`src/rtl/nyq_pkg.sv`:
```
// Shared NYQ definitions: parameter-memory geometry and the loader state encoding.
// Used by both the parameter loader and the NYQ block itself.
package nyq_pkg;

  localparam int NYQ_ADDR_WIDTH = 5;
  localparam int NYQ_MEM_WIDTH  = 32;

  typedef enum logic [1:0] {
    IDLE  = 2'd0,
    LOAD  = 2'd1,
    FLUSH = 2'd2
  } nyq_ld_state_e;

endpackage

```
`src/rtl/nyq_par_loader.sv`:
```
// NYQ parameter-memory write sequencer: bulk stream loads plus host single writes, one write/cycle, 1-cycle registered latency.
// Stream ready is low outside LOAD or during abort; single writes are granted only when IDLE and not starting a load.
module nyq_par_loader
  import nyq_pkg::*;
#(
  parameter int ADDR_WIDTH = NYQ_ADDR_WIDTH,
  parameter int MEM_WIDTH  = NYQ_MEM_WIDTH
) (
  input  logic                  Clk_CI,
  input  logic                  Rst_RI,
  input  logic                  Start_SI,
  input  logic [ADDR_WIDTH:0]   NumWords_DI,
  input  logic                  Abort_SI,
  input  logic                  StrmValid_SI,
  input  logic [MEM_WIDTH-1:0]  StrmData_DI,
  output logic                  StrmReady_SO,
  input  logic                  SglReq_SI,
  input  logic [ADDR_WIDTH-1:0] SglAddr_DI,
  input  logic [MEM_WIDTH-1:0]  SglData_DI,
  output logic                  SglGnt_SO,
  output logic                  WrEn_SO,
  output logic [ADDR_WIDTH-1:0] Addr_DO,
  output logic [MEM_WIDTH-1:0]  PAR_Out_DO,
  output logic                  Busy_SO,
  output logic                  Hold_SO,
  output logic                  Done_SO,
  output logic                  Aborted_SO
);

  localparam logic [ADDR_WIDTH:0] ONE = (ADDR_WIDTH+1)'(1);

  nyq_ld_state_e r_state;
  nyq_ld_state_e w_state_nxt;

  logic [ADDR_WIDTH-1:0] r_cnt;
  logic [ADDR_WIDTH:0]   r_num;
  logic                  r_wr_en;
  logic [ADDR_WIDTH-1:0] r_addr;
  logic [MEM_WIDTH-1:0]  r_data;
  logic                  r_done;
  logic                  r_aborted;

  logic w_rdy;
  logic w_accept;
  logic w_last;
  logic w_gnt;
  logic w_start;

  always_ff @(posedge Clk_CI) begin
    if (Rst_RI) r_state <= IDLE;
    else        r_state <= w_state_nxt;
  end

  always_comb begin
    w_state_nxt = r_state;
    w_rdy       = 1'b0;
    w_accept    = 1'b0;
    w_last      = 1'b0;
    w_start     = 1'b0;
    w_gnt       = 1'b0;
    case (r_state)
      IDLE: begin
        w_start = Start_SI;
        w_gnt   = SglReq_SI & ~Start_SI;
        if (Start_SI && (NumWords_DI != '0)) w_state_nxt = LOAD;
      end
      LOAD: begin
        // Abort wins over a word presented in the same cycle.
        w_rdy    = ~Abort_SI;
        w_accept = StrmValid_SI & w_rdy;
        w_last   = ({1'b0, r_cnt} == (r_num - ONE));
        if (Abort_SI)                w_state_nxt = IDLE;
        else if (w_accept && w_last) w_state_nxt = FLUSH;
      end
      FLUSH:   w_state_nxt = IDLE;
      default: w_state_nxt = IDLE;
    endcase
  end

  always_ff @(posedge Clk_CI) begin
    if (Rst_RI) begin
      r_cnt     <= '0;
      r_num     <= '0;
      r_wr_en   <= 1'b0;
      r_addr    <= '0;
      r_data    <= '0;
      r_done    <= 1'b0;
      r_aborted <= 1'b0;
    end else begin
      r_wr_en   <= w_accept | w_gnt;
      r_done    <= (w_start && (NumWords_DI == '0)) || (r_state == FLUSH);
      r_aborted <= (r_state == LOAD) && Abort_SI;
      if (w_start) begin
        r_cnt <= '0;
        r_num <= NumWords_DI;
      end
      if (w_accept) begin
        r_addr <= r_cnt;
        r_data <= StrmData_DI;
        // Holding on the last word keeps a full-depth load from wrapping to 0.
        if (!w_last) r_cnt <= r_cnt + 1'b1;
      end else if (w_gnt) begin
        r_addr <= SglAddr_DI;
        r_data <= SglData_DI;
      end
    end
  end

  assign StrmReady_SO = w_rdy;
  assign SglGnt_SO    = w_gnt;
  assign WrEn_SO      = r_wr_en;
  assign Addr_DO      = r_addr;
  assign PAR_Out_DO   = r_data;
  assign Busy_SO      = (r_state != IDLE);
  assign Hold_SO      = (r_state != IDLE);
  assign Done_SO      = r_done;
  assign Aborted_SO   = r_aborted;

endmodule

```
`config.mk`:
```
export PLATFORM = sky130hd
export DESIGN_NAME = nyq_par_loader
export DESIGN_NICKNAME = d
export VERILOG_FILES = /design/src/rtl/nyq_pkg.sv /design/src/rtl/nyq_par_loader.sv
export SDC_FILE = /design/constraint.sdc
export NUM_CORES = 1
export LEC_CHECK = 0
export ABC_CLOCK_PERIOD_IN_PS = 5190
export CAP_MARGIN = 20
export CELL_PAD_IN_SITES_DETAIL_PLACEMENT = 1
export CELL_PAD_IN_SITES_GLOBAL_PLACEMENT = 1
export CORE_MARGIN = 3
export CORE_UTILIZATION = 47
export DETAILED_ROUTE_END_ITERATION = 8
export DONT_BUFFER_PORTS = 1
export PLACE_DENSITY = 0.87
export SLEW_MARGIN = 10
export SYNTH_ARGS = -nofsm -noshare
export SYNTH_HDL_FRONTEND = slang
export SYNTH_SLANG_ARGS = --single-unit
```
`constraint.sdc`:
```
create_clock -name Clk_CI -period 5.19 [get_ports Clk_CI]
set_input_delay 1.2975 -clock Clk_CI [delete_from_list [all_inputs] [get_ports Clk_CI]]
set_output_delay 1.2975 -clock Clk_CI [all_outputs]
set_load 0.02 [all_outputs]
```
==> results.txt, run 1 <==
* CP startpoint: SglReq_SI
- The critical path goes through nor3b_2.
- Final min period: 3.27 ns
- Largest stage delay, worst path: 0.67 ns
- The worst setup path is launched from an input port.
- Number of placed I/O pins: 125
* Height of the die: between 70 and 80 microns
- Count of non-filler cells in the finished layout: 335
- For the pin with the worst max-slew slack, the measured transition is 0.842 ns.
- Compared with the post-synthesis result, the final layout area differs by 5.73%.
- Footprint of the multi-input gates: 0.00125 sq mm
- The final count of pins violating max slew is 0.
* CTS-repair resized insts: 0
- Synthesis produced a netlist whose cell count is 277.
- Synthesis inferred 53 register bits.
* Number of DRC violations after detailed routing: 0
- The number of antenna violations at the first check in global routing is 0.
- STA classifies the critical path endpoint as an output pin.
- Insertion delay of the later-clocked pin in the worst-skew pair: 0.30 ns
- Number of enable-type register cells in the synthesized netlist: 0
- At the end of the flow, the number of nets in the layout was 351.
- Buffer levels on the longest clock path: 2
- Dividing total power by cell area gives a power density of 311 mW/mm^2.
* Slew HR: a little over two fifths
- The slowest stage of the critical path is the sky130_fd_sc_hd__nor3b_2 cell.
- Skew final: 0.00622 ns
- Before antenna repair, the detailed router went through 4 iterations.
- STA puts the critical path data arrival time at ~2.0 ns.
- Number of distinct library cells after synthesis: 44
* Type of the worst setup path: in2out
* Count of placed standard cells including taps: 327
- Gr usage total: 20.9%
- The finished cells cover ~0.0025 sq mm.
* Total CTS buffers: 5
- Post-layout total power: 790 uW
- The critical path ends at SglGnt_SO.
- Final core utilization: 52.7%
* Worst Reg-to-Reg Cells: 6
- The final count of hold timing violations is 0.
* Endpoint of the most critical register-to-register path: Addr_DO[1]
- Buf+Inv Stages, Crit Path: 0
* Period utilisation layout: 63.0%
- Of the cells placed in the final design, the portion with a size suffix greater than 1 is 9.70%.
- Setup repair after global routing missed its margin: no
- Setup slack on the worst reg-to-reg path comes out at 2.75 ns.
* # hold bufs at CTS: 0
* Outcome: finished, final reports clean
* Worst R2R Start: r_state[1]
- Initial DRC count: 83
- The detailed router placed just over 2000 vias in this run.
- IR analysis of the VDD net gives a maximum drop of roughly 0.20 mV.
- In this run the standard cell core region covers ~0.0048 sq mm.
* Total wirelength of the detailed-routed design: 6380 microns
* Number of sinks on the clock net: 53
* Number of diodes added for antenna fixing: 0
- The filler cells instantiated in the layout total 603.
* Root Driver: sky130_fd_sc_hd__clkbuf_8
- The die covers 0.00601 sq mm.
* Worst-path fanout max: 8
- A synthesized cell averages 8.67 sq um.
- In this run the number of H-tree levels came out at 2.
* Largest net degree at the start of global routing: 58
* Clock tree from TritonCTS: yes
* Setup_tns: 0 ns
- The initialized floorplan defines 25 standard-cell rows.
- For this run, the leading register cell type out of synthesis is sky130_fd_sc_hd__dfxtp_1.
- In the routed layout, each cell is associated on average with a via count of approximately 6.
- Yosys printed 0 warnings.
- Net count of the mapped netlist: 360
* Antenna-violating nets left: 0
- Post-Syn Area: 0.00240 sq mm
- The tightest min-delay check is of the reg2reg type.
- After synthesis, the share of flip-flops with an asynchronous set or reset is 0%.
- Summing the sequential cell areas from Yosys gives 44.2% of the chip area.
- Routed wire length per instance: 19.1 microns
- Global routing finished with a remaining overflow of 0.
* Last weighted congestion value of the routability-driven placer: around 0.76
* Via count of the first global-routing pass: approximately 2100
* Clock edge transition at the registers on the reported setup and hold paths: 0.10 ns
- Effective utilization at floorplan: 49.9%
* DP Wirelength: 4640 microns
- In this run the post-CTS setup repair buffer count came out at 0.
- Derived from the worst setup path, the maximum achievable clock frequency is 306 MHz.
- In this run the number of cells on the critical path is 1.
* Required time worst endpoint: between 3 and 4 ns
* Wire length of the first global-routing pass: 10200 microns
- IO buf count: 0
- In the final layout, flip-flops and latches occupy 0.00106 sq mm.
- Critical path's top delay family: simple AND/OR/NAND/NOR gates
- Setup violations remaining at the end of the flow were counted as 0.
- Horizontal die dimension: 77.5 microns
- Reported leakage power: 0.000843 uW
- Maximum Capacitance Violations: 0
* Cell area reported after detailed placement: 0.00243 sq mm
-- worst min-delay path by stage --
| stage | from | endpoint | cells after the start |
|---|---|---|---|
| after floorplan | r_state[0] | Done_SO | 1 |
| after global placement | r_state[0] | Done_SO | 1 |
| after detailed placement | r_state[0] | Done_SO | 1 |
| after CTS | r_state[0] | Done_SO | 1 |
| after global routing | r_num[1] | r_num[1] | 2 |
| final | r_num[1] | r_num[1] | 2 |
-- registers in the layout, summed over array words and instances, names as in the netlist --
register,flops
PAR_Out_DO,32
Aborted_SO,1
r_state,2
r_cnt,5
r_num,6
Done_SO,1
WrEn_SO,1
Addr_DO,5
-- where the power goes --
part	switching [uW]	total (uW)	internal (uW)
Combinational	54.9	95.7	40.8
Sequential	38.4	466	428
Clock	134	228	93.9
Total	227	790	563
-- cells in the final DEF, fill, tap and decap left out, types with 2 or more instances in the layout --
cell type,count
sky130_fd_sc_hd__nand2_1,50
sky130_fd_sc_hd__or2_4,2
sky130_fd_sc_hd__o21ai_0,4
sky130_fd_sc_hd__or3_1,2
sky130_fd_sc_hd__mux2i_1,8
sky130_fd_sc_hd__or4_1,2
sky130_fd_sc_hd__inv_1,2
sky130_fd_sc_hd__nor2_1,12
sky130_fd_sc_hd__xnor2_1,3
sky130_fd_sc_hd__a21oi_1,39
sky130_fd_sc_hd__ha_1,2
sky130_fd_sc_hd__dfxtp_1,53
sky130_fd_sc_hd__nor3_1,6
sky130_fd_sc_hd__a22oi_1,32
sky130_fd_sc_hd__nor4_1,2
sky130_fd_sc_hd__buf_4,3
sky130_fd_sc_hd__nand3_1,3
sky130_fd_sc_hd__and2_1,3
sky130_fd_sc_hd__a211oi_1,5
sky130_fd_sc_hd__nor2_2,2
sky130_fd_sc_hd__nor3b_2,3
sky130_fd_sc_hd__clkbuf_8,5
sky130_fd_sc_hd__nand2b_1,3
-- area by class of cell --
type                    instances  share of cell area, %
multi-input cells             201                   49.3
flip-flops and latches         53                   41.8
well taps                      67                   3.30
clock buffers                   6                   2.86
repair buffers                  4                   1.97
inverters                       3                  0.443
clock inverters                 1                  0.345
-- cells by family (layout without fill, tap and decap cells) --
group | after synthesis | count (layout) | synth area share [%]
flops | 53 | 53 | 44.2
compound gates | 88 | 88 | 24.2
simple gates | 98 | 98 | 20.7
buf+inv | 23 | 14 | 4.01
xor+xnor | 5 | 5 | 2.60
fa+ha+maj | 2 | 2 | 1.04
mux | 8 | 8 | 3.33
-- cells in the mapped netlist (3+ instances only) --
cell type / n / area [sq um]
sky130_fd_sc_hd__a211oi_1: 5 / 37.5
sky130_fd_sc_hd__a21oi_1: 39 / 195
sky130_fd_sc_hd__a22oi_1: 32 / 240
sky130_fd_sc_hd__and2_1: 3 / 18.8
sky130_fd_sc_hd__buf_2: 5 / 25.0
sky130_fd_sc_hd__clkbuf_1: 12 / 45.0
sky130_fd_sc_hd__dfxtp_1: 53 / 1060
sky130_fd_sc_hd__mux2i_1: 8 / 80.1
sky130_fd_sc_hd__nand2_1: 50 / 188
sky130_fd_sc_hd__nand2b_1: 3 / 18.8
sky130_fd_sc_hd__nand3_1: 3 / 15.0
sky130_fd_sc_hd__nor2_1: 13 / 48.8
sky130_fd_sc_hd__nor3_1: 6 / 30.0
sky130_fd_sc_hd__o21ai_0: 4 / 20.0
sky130_fd_sc_hd__xnor2_1: 3 / 26.3
-- metrics by stage --
step	setup slack, ns	hold slack (ns)
5_1_grt	1.85	0.532
3_5_place_dp	1.92	0.478
4_1_cts	1.92	0.491
6_report	1.92	0.494
2_1_floorplan	1.92	0.427
3_3_place_gp	1.95	0.472
-- metal layers --
layer	wire, microns	vias to the layer above	global-route usage, %
met2	3470	86	39.0
met5	0	-	0
met3	479	8	5.92
met1	2370	977	23.2
met4	64	0	4.98
li1	-	974	-
Note: power is estimated with default switching activity, not from simulation.
==> inputs of run 2 (changes only) <==
--- a/config.mk
+++ b/config.mk
@@ -5,15 +5,15 @@
 export SDC_FILE = /design/constraint.sdc
 export NUM_CORES = 1
 export LEC_CHECK = 0
-export ABC_CLOCK_PERIOD_IN_PS = 5190
+export ABC_CLOCK_PERIOD_IN_PS = 2750
 export CAP_MARGIN = 20
 export CELL_PAD_IN_SITES_DETAIL_PLACEMENT = 1
 export CELL_PAD_IN_SITES_GLOBAL_PLACEMENT = 1
 export CORE_MARGIN = 3
-export CORE_UTILIZATION = 47
+export CORE_UTILIZATION = 39
 export DETAILED_ROUTE_END_ITERATION = 8
 export DONT_BUFFER_PORTS = 1
-export PLACE_DENSITY = 0.87
+export PLACE_DENSITY = 0.77
 export SLEW_MARGIN = 10
 export SYNTH_ARGS = -nofsm -noshare
 export SYNTH_HDL_FRONTEND = slang
==> constraint.sdc (replaced) <==
create_clock -name Clk_CI -period 2.75 [get_ports Clk_CI]
set_input_delay 0.6875 -clock Clk_CI [delete_from_list [all_inputs] [get_ports Clk_CI]]
set_output_delay 0.6875 -clock Clk_CI [all_outputs]
set_load 0.02 [all_outputs]
==> results.txt, run 2 (synthesis gave the netlist of run 1 again) <==
- The finished layout holds about 340 standard cells, fillers aside.
- Root Driver: sky130_fd_sc_hd__clkbuf_8
- Clock tree from TritonCTS: yes
* Maximum vdd ir drop: roughly 0.3 mV
- Number of diodes added for antenna fixing: 0
- Detailed routing inserted a total of 1980 vias.
- Area of the core: 0.00574 sq mm
- Leaving out fill and tap cells, the most frequent cell in the layout is sky130_fd_sc_hd__dfxtp_1.
* Post-CTS Setup Inserts: 0
- In this run the remaining antenna-violating nets after routing total 0.
- Final hold viol count: 0
- The floorplan has 27 rows.
- At the end of the flow, the number of nets in the layout was about 350.
- For the pin with the worst max-slew slack, the measured transition is slightly below 0.6 ns.
- The number of gates resized after CTS was 0.
- The via count of the first global-routing pass came to between 2000 and 2500.
* Worst min-delay path startpoint: Rst_RI
* Setup repair after global routing missed its margin: no
- In this run the number of H-tree levels came out at 2.
* Total wirelength of the detailed-routed design: between 6000 and 7000 microns
* Flip-flop count of the largest register after layout: 32
* Outcome: finished, final reports clean
- After detailed routing, the number of remaining DRC violations is 0.
- Highest clock frequency the design can meet: 445 MHz
* Floorplan die area: between 0.007 and 0.008 sq mm
* Worst-path fanout max: 17
- Critical Path Source Type: flip-flop
- # hold bufs at CTS: 0
- The final count of pins violating max slew is 0.
* Insertion delay of the later-clocked pin in the worst-skew pair: 0.31 ns
* DP Wirelength: around 4600 microns
* Number of antenna violations at the first check in global routing: 0
- Worst Reg-to-Reg Cells: 7
* Initial DRC count: 84
- The worst hold path belongs to the class in2reg.
- Setup violations remaining at the end of the flow were counted as 0.
- Most used cells in the layout excluding fill and tap cells: sky130_fd_sc_hd__dfxtp_1 (53), sky130_fd_sc_hd__nand2_1 (50), sky130_fd_sc_hd__a21oi_1 (39), sky130_fd_sc_hd__a22oi_1 (32), sky130_fd_sc_hd__nor2_1 (12)
* Skew final: 0.00819 ns
- The final critical path takes up 81.8% of the cycle.
* Height of the die: 84.5 microns
- Synth-to-layout area growth: 5.68%
* Count of placed standard cells including taps: 334
- Along the worst hold path, the cell count comes to 1.
* First-pass iteration count of the detailed router: 4
- Buffer levels on the longest clock path: 2
- Port buffering added 0 buffers.
* Number of sinks on the clock net: 53
* Gr usage total: approximately 17%
- Entering global routing, the biggest net connects 58 pins.
* Effective utilization at floorplan: a little over two fifths
- 125 I/O pins were placed.
- Clock edge transition at the registers on the reported setup and hold paths: 0.10 ns
- From left edge to right edge, the die measures 84.5 microns.
* Fraction of layout instances using a drive strength above 1: 10.4%
* Via density: 5.79
* CP startpoint: r_state[0]
* Arrival @ worst endpoint: 1.56 ns
* Required time worst endpoint: 2.06 ns
- Endpoint type of the worst setup path: output pin
* Power Density: 590 mW/mm^2
- For the finished layout, the period the worst path requires is around 2.2 ns.
- Type of the worst setup path: reg2out
- Hold is met by 0.447 ns.
- Worst R2R Start: r_num[0]
- Dividing the detail-routed wire length by the instance count gives 18.4 microns.
* Reported leakage power: 0.000844 uW
- Maximum Capacitance Violations: 0
- Setup_tns: 0 ns
- The total overflow left after global routing is 0.
- Last weighted congestion value of the routability-driven placer: around 0.78
* Total CTS buffers: 5
- Wire length of the first global-routing pass: approximately 10000 microns
- Slew HR: 60.2%
- Layout fillers: 712
==> run 2: cell count changes in the layout (fill, tap and decap cells not counted), sizes merged <==
cell | previous run | this run
buf | 4 | 5
inv | 3 | 4
==> run 2: power breakdown <==
group	leakage [uW]	total [uW]	internal [uW]	switching (uW)
logic	0.000365	172	72.7	99.4
registers	0.000433	880	808	72.2
clock network	0.0000456	446	182	264
==> run 2: worst max-delay path, stage by stage, from the launching register on <==
cell	delay, ns
sky130_fd_sc_hd__dfxtp_1	0.34
sky130_fd_sc_hd__nor2_1	0.19
sky130_fd_sc_hd__inv_2	0.17
sky130_fd_sc_hd__nor3b_2	0.26
sky130_fd_sc_hd__buf_4	0.29
==> run 2: routing by layer <==
metal	GRT usage, %	routed length [microns]	up-vias
li1	-	-	975
met1	20.2	2480	926
met2	31.3	3260	75
met3	5.79	524	4
met4	3.88	44	0
met5	0	0	-
==> run 2: metrics by stage <==
step | utilization (%) | total power (uW) | setup WS, ns | instance area, sq um
2_1_floorplan | - | 1050 | 0.703 | 2400
3_3_place_gp | 42.7 | 1070 | 0.732 | 2450
3_5_place_dp | 42.7 | 1070 | 0.679 | 2450
4_1_cts | 44.2 | 1520 | 0.468 | 2540
5_1_grt | 44.2 | 1590 | 0.362 | 2540
6_report | 44.2 | 1500 | 0.501 | 2540
==> run 2: worst paths after layout <==
check / to / slack [ns]
worst max-delay path: SglGnt_SO / 0.50
worst min-delay path: Addr_DO[0] / 0.45
worst max register to register: r_cnt[4] / 0.66
worst min register to register: Done_SO / 0.47
==> run 2: final cells by class <==
type                            instances  area [sq um]  share of cell area (%)
Tap cell                               72          90.1                    3.55
Inverter                                3          11.3                   0.444
Clock buffer                            6          72.6                    2.86
Clock inverter                          2          13.8                   0.542
Multi-Input combinational cell        201          1250                    49.3
Sequential cell                        53          1060                    41.8
Timing Repair Buffer                    5          37.5                    1.48
==> inputs of run 3 (changes only) <==
--- a/config.mk
+++ b/config.mk
@@ -5,15 +5,15 @@
 export SDC_FILE = /design/constraint.sdc
 export NUM_CORES = 1
 export LEC_CHECK = 0
-export ABC_CLOCK_PERIOD_IN_PS = 2750
+export ABC_CLOCK_PERIOD_IN_PS = 2100
 export CAP_MARGIN = 20
 export CELL_PAD_IN_SITES_DETAIL_PLACEMENT = 1
 export CELL_PAD_IN_SITES_GLOBAL_PLACEMENT = 1
 export CORE_MARGIN = 3
-export CORE_UTILIZATION = 39
+export CORE_UTILIZATION = 44
 export DETAILED_ROUTE_END_ITERATION = 8
 export DONT_BUFFER_PORTS = 1
-export PLACE_DENSITY = 0.77
+export PLACE_DENSITY = 0.82
 export SLEW_MARGIN = 10
 export SYNTH_ARGS = -nofsm -noshare
 export SYNTH_HDL_FRONTEND = slang
==> constraint.sdc (replaced) <==
create_clock -name Clk_CI -period 2.1 [get_ports Clk_CI]
set_input_delay 0.525 -clock Clk_CI [delete_from_list [all_inputs] [get_ports Clk_CI]]
set_output_delay 0.525 -clock Clk_CI [all_outputs]
set_load 0.02 [all_outputs]
==> results.txt, run 3 (synthesis gave the netlist of run 1 again) <==
- Total CTS buffers: 5
* Number of antenna violations at the first check in global routing: 0
* Reported leakage power: just under 0.0009 uW
* IO buf count: 0
* Wire length of the first global-routing pass: 9770 microns
* Arrival @ worst endpoint: 1.45 ns
- For this design, the slowest cell found on the critical path is sky130_fd_sc_hd__dfxtp_1.
- Fraction of layout instances using a drive strength above 1: about an eighth
- Largest net degree at the start of global routing: 58
- Flip-flop count of the largest register after layout: 32
* Last weighted congestion value of the routability-driven placer: 0.733
- Number of sinks on the clock net: 53
- Routed wire length per instance: 18.9 microns
- Largest stage delay, worst path: 0.36 ns
* R2r setup slk: 0.17 ns
* Number of diodes added for antenna fixing: 0
- The endpoint identified for the worst register-to-register timing path is r_cnt[4].
* Count of endpoints failing setup in the final report: 0
- At the later pin of the worst-skew pair, clock insertion delay measures 0.31 ns.
* Post-layout instance area: 0.00263 sq mm
- Power spread over the standard cell area amounts to roughly 760 mW/mm^2.
* Floorplan die area: 0.00638 sq mm
* Effective utilization at floorplan: 46.2%
* Height of the die: 79.9 microns
- Setup repair after global routing left no endpoint under its margin.
- Critical path's top delay family: simple AND/OR/NAND/NOR gates
- Together, buffers and inverters on the worst path number 2.
- The worst register-to-register path has a depth of 7.
- Sequential cell area: between 0.001 and 0.0015 sq mm
* Clock tree from TritonCTS: yes
- Number of placed I/O pins: 125
- The H-tree generated during clock tree synthesis spans 2 levels.
- The worst register-to-register path begins at r_num[0].
* Skew final: 0.00539 ns
- In this run, post-CTS hold repair placed 0 buffers.
* Gr usage total: 19.4%
- Remaining global-route overflow: 0
* Critical path cell sequence: nor2_1 -> inv_2 -> nor3b_4 -> clkbuf_16
- Summed over all layers, the routed wires come to about 6600 microns.
- Dividing the detail-routed via count by the number of cells gives ~5.9.
* Highest clock frequency the design can meet: 507 MHz
- Maximum vdd ir drop: between 0.3 and 0.4 mV
* Root Driver: sky130_fd_sc_hd__clkbuf_8
- Measured against its own limit, the worst slew margin works out to 51.9%.
- The worst setup path is launched from a flip-flop.
* Hold Crit Class: in2reg
- Antenna-violating nets left: 0
- Across the run, the number of max-cap violations was 0.
- The final count of pins violating max slew came to 0.
* Layout fillers: 628
- Tracing the worst setup path back leads to its startpoint at r_state[1].
* Via count of the first global-routing pass: 2057
* Number of standard-cell rows in the floorplan: 26
* First-pass iteration count of the detailed router: 4
* Area of the core: 0.00520 sq mm
- In this run the worst path has a maximum fanout of 10.
* Slew at the pin with the worst max-slew slack: about 0.72 ns
- STA classifies the critical path endpoint as an output pin.
* Setup_tns: 0 ns
- For this block, the initial DRC count from the detailed router was 71.
- The worst path uses between 90% and 100% of the clock period.
- Clock-pin slew was measured on the worst setup and hold paths at 0.10 ns.
- Final min period: 1.97 ns
* Fin nets: 360
- The HPWL after detailed placement is 4630 microns.
* Levels on crit path: 4
- The multi-input combinational cells in the finished layout cover a total of 0.00126 sq mm.
* Type of the worst setup path: reg2out
- The top cell types in the final layout, fill and taps aside, are sky130_fd_sc_hd__dfxtp_1 (52), sky130_fd_sc_hd__nand2_1 (50), sky130_fd_sc_hd__a21oi_1 (39), sky130_fd_sc_hd__a22oi_1 (32), sky130_fd_sc_hd__nor2_1 (12).
- In the routed design, unresolved DRC markers number 0.
- Buffer levels on the longest clock path: 2
- Horizontal die dimension: 79.9 microns
- Capturing instance or port of the critical path: SglGnt_SO
* Cell area reported after detailed placement: 0.00249 sq mm
* Synth-to-layout area growth: 9.43%
* Total number of vias: 2051
* Outcome: finished, final reports clean
* Most common cell after layout, fill and taps aside: sky130_fd_sc_hd__dfxtp_1
- At the worst endpoint, the required time is between 1.5 and 2 ns.
- Final hold viol count: 0
## run 3: cell count changes in the layout (fill, tap and decap cells not counted)
cell	before	now
sky130_fd_sc_hd__buf_4	5	10
sky130_fd_sc_hd__dfxtp_1	53	52
sky130_fd_sc_hd__dfxtp_2	0	1
sky130_fd_sc_hd__buf_6	0	2
sky130_fd_sc_hd__clkbuf_16	0	1
sky130_fd_sc_hd__nor3b_4	0	1
sky130_fd_sc_hd__nor3b_2	3	2
## run 3: final cells by class
class	count	share of cell area (%)
clock inverter	2	0.524
multi-input combinational	201	47.9
tap	70	3.33
inverter	3	0.428
sequential	53	40.4
timing repair buffer	13	4.66
clock buffer	6	2.76
## run 3: worst min path at each step
stage / start / endpoint / depth (start not counted)
global placement: r_state[0] / Done_SO / 1
CTS: Rst_RI / r_num[0] / 1
floorplan: r_state[0] / Done_SO / 1
finish: Rst_RI / Addr_DO[2] / 1
global route: Rst_RI / r_num[0] / 1
detailed placement: r_state[0] / Done_SO / 1
## run 3: worst reg2reg max path, delay by kind of cell, from the launching register on
kind	cells	cell delay, ns
fa+ha+maj	1	0.20
compound gates	3	0.50
flops	1	0.38
buf+inv	1	0.05
simple gates	2	0.70
## run 3: where the power goes
group	internal, uW	switching (uW)	leakage (uW)
clock	239	352	0.0000456
sequential	1060	95.3	0.000433
combinational	116	141	0.000414
## run 3: timing repair
| action | CTS | global route |
|---|---|---|
| gates resized for setup | 1 | 6 |
| setup endpoints to repair | 1 | 2 |
| cloned | 0 | 2 |
| buffers inserted | 0 | 1 |
| endpoints found under the hold margin | 0 | 0 |
| pin swaps | 0 | 1 |
## run 3: layer usage
layer	GRT usage [%]	wire length, microns	part of all wire (%)	up-vias
li1	-	-	-	991
met1	21.2	2620	40	982
met2	35.9	3410	52	73
met3	6.55	510	7.7	5
met4	3.89	44	0.67	0
met5	0	0	0	-
## run 3: per-stage QoR
step	worst slack [ns]	total power (uW)	instances	utilization (%)	hold slack, ns
floorplan	0.270	1370	277	-	0.427
global placement	0.154	1410	337	47.8	0.465
detailed placement	0.132	1420	337	47.8	0.472
CTS	0.0206	2010	345	49.5	0.264
global route	0.00981	2090	348	50.5	0.264
finish	0.128	2000	348	50.5	0.276
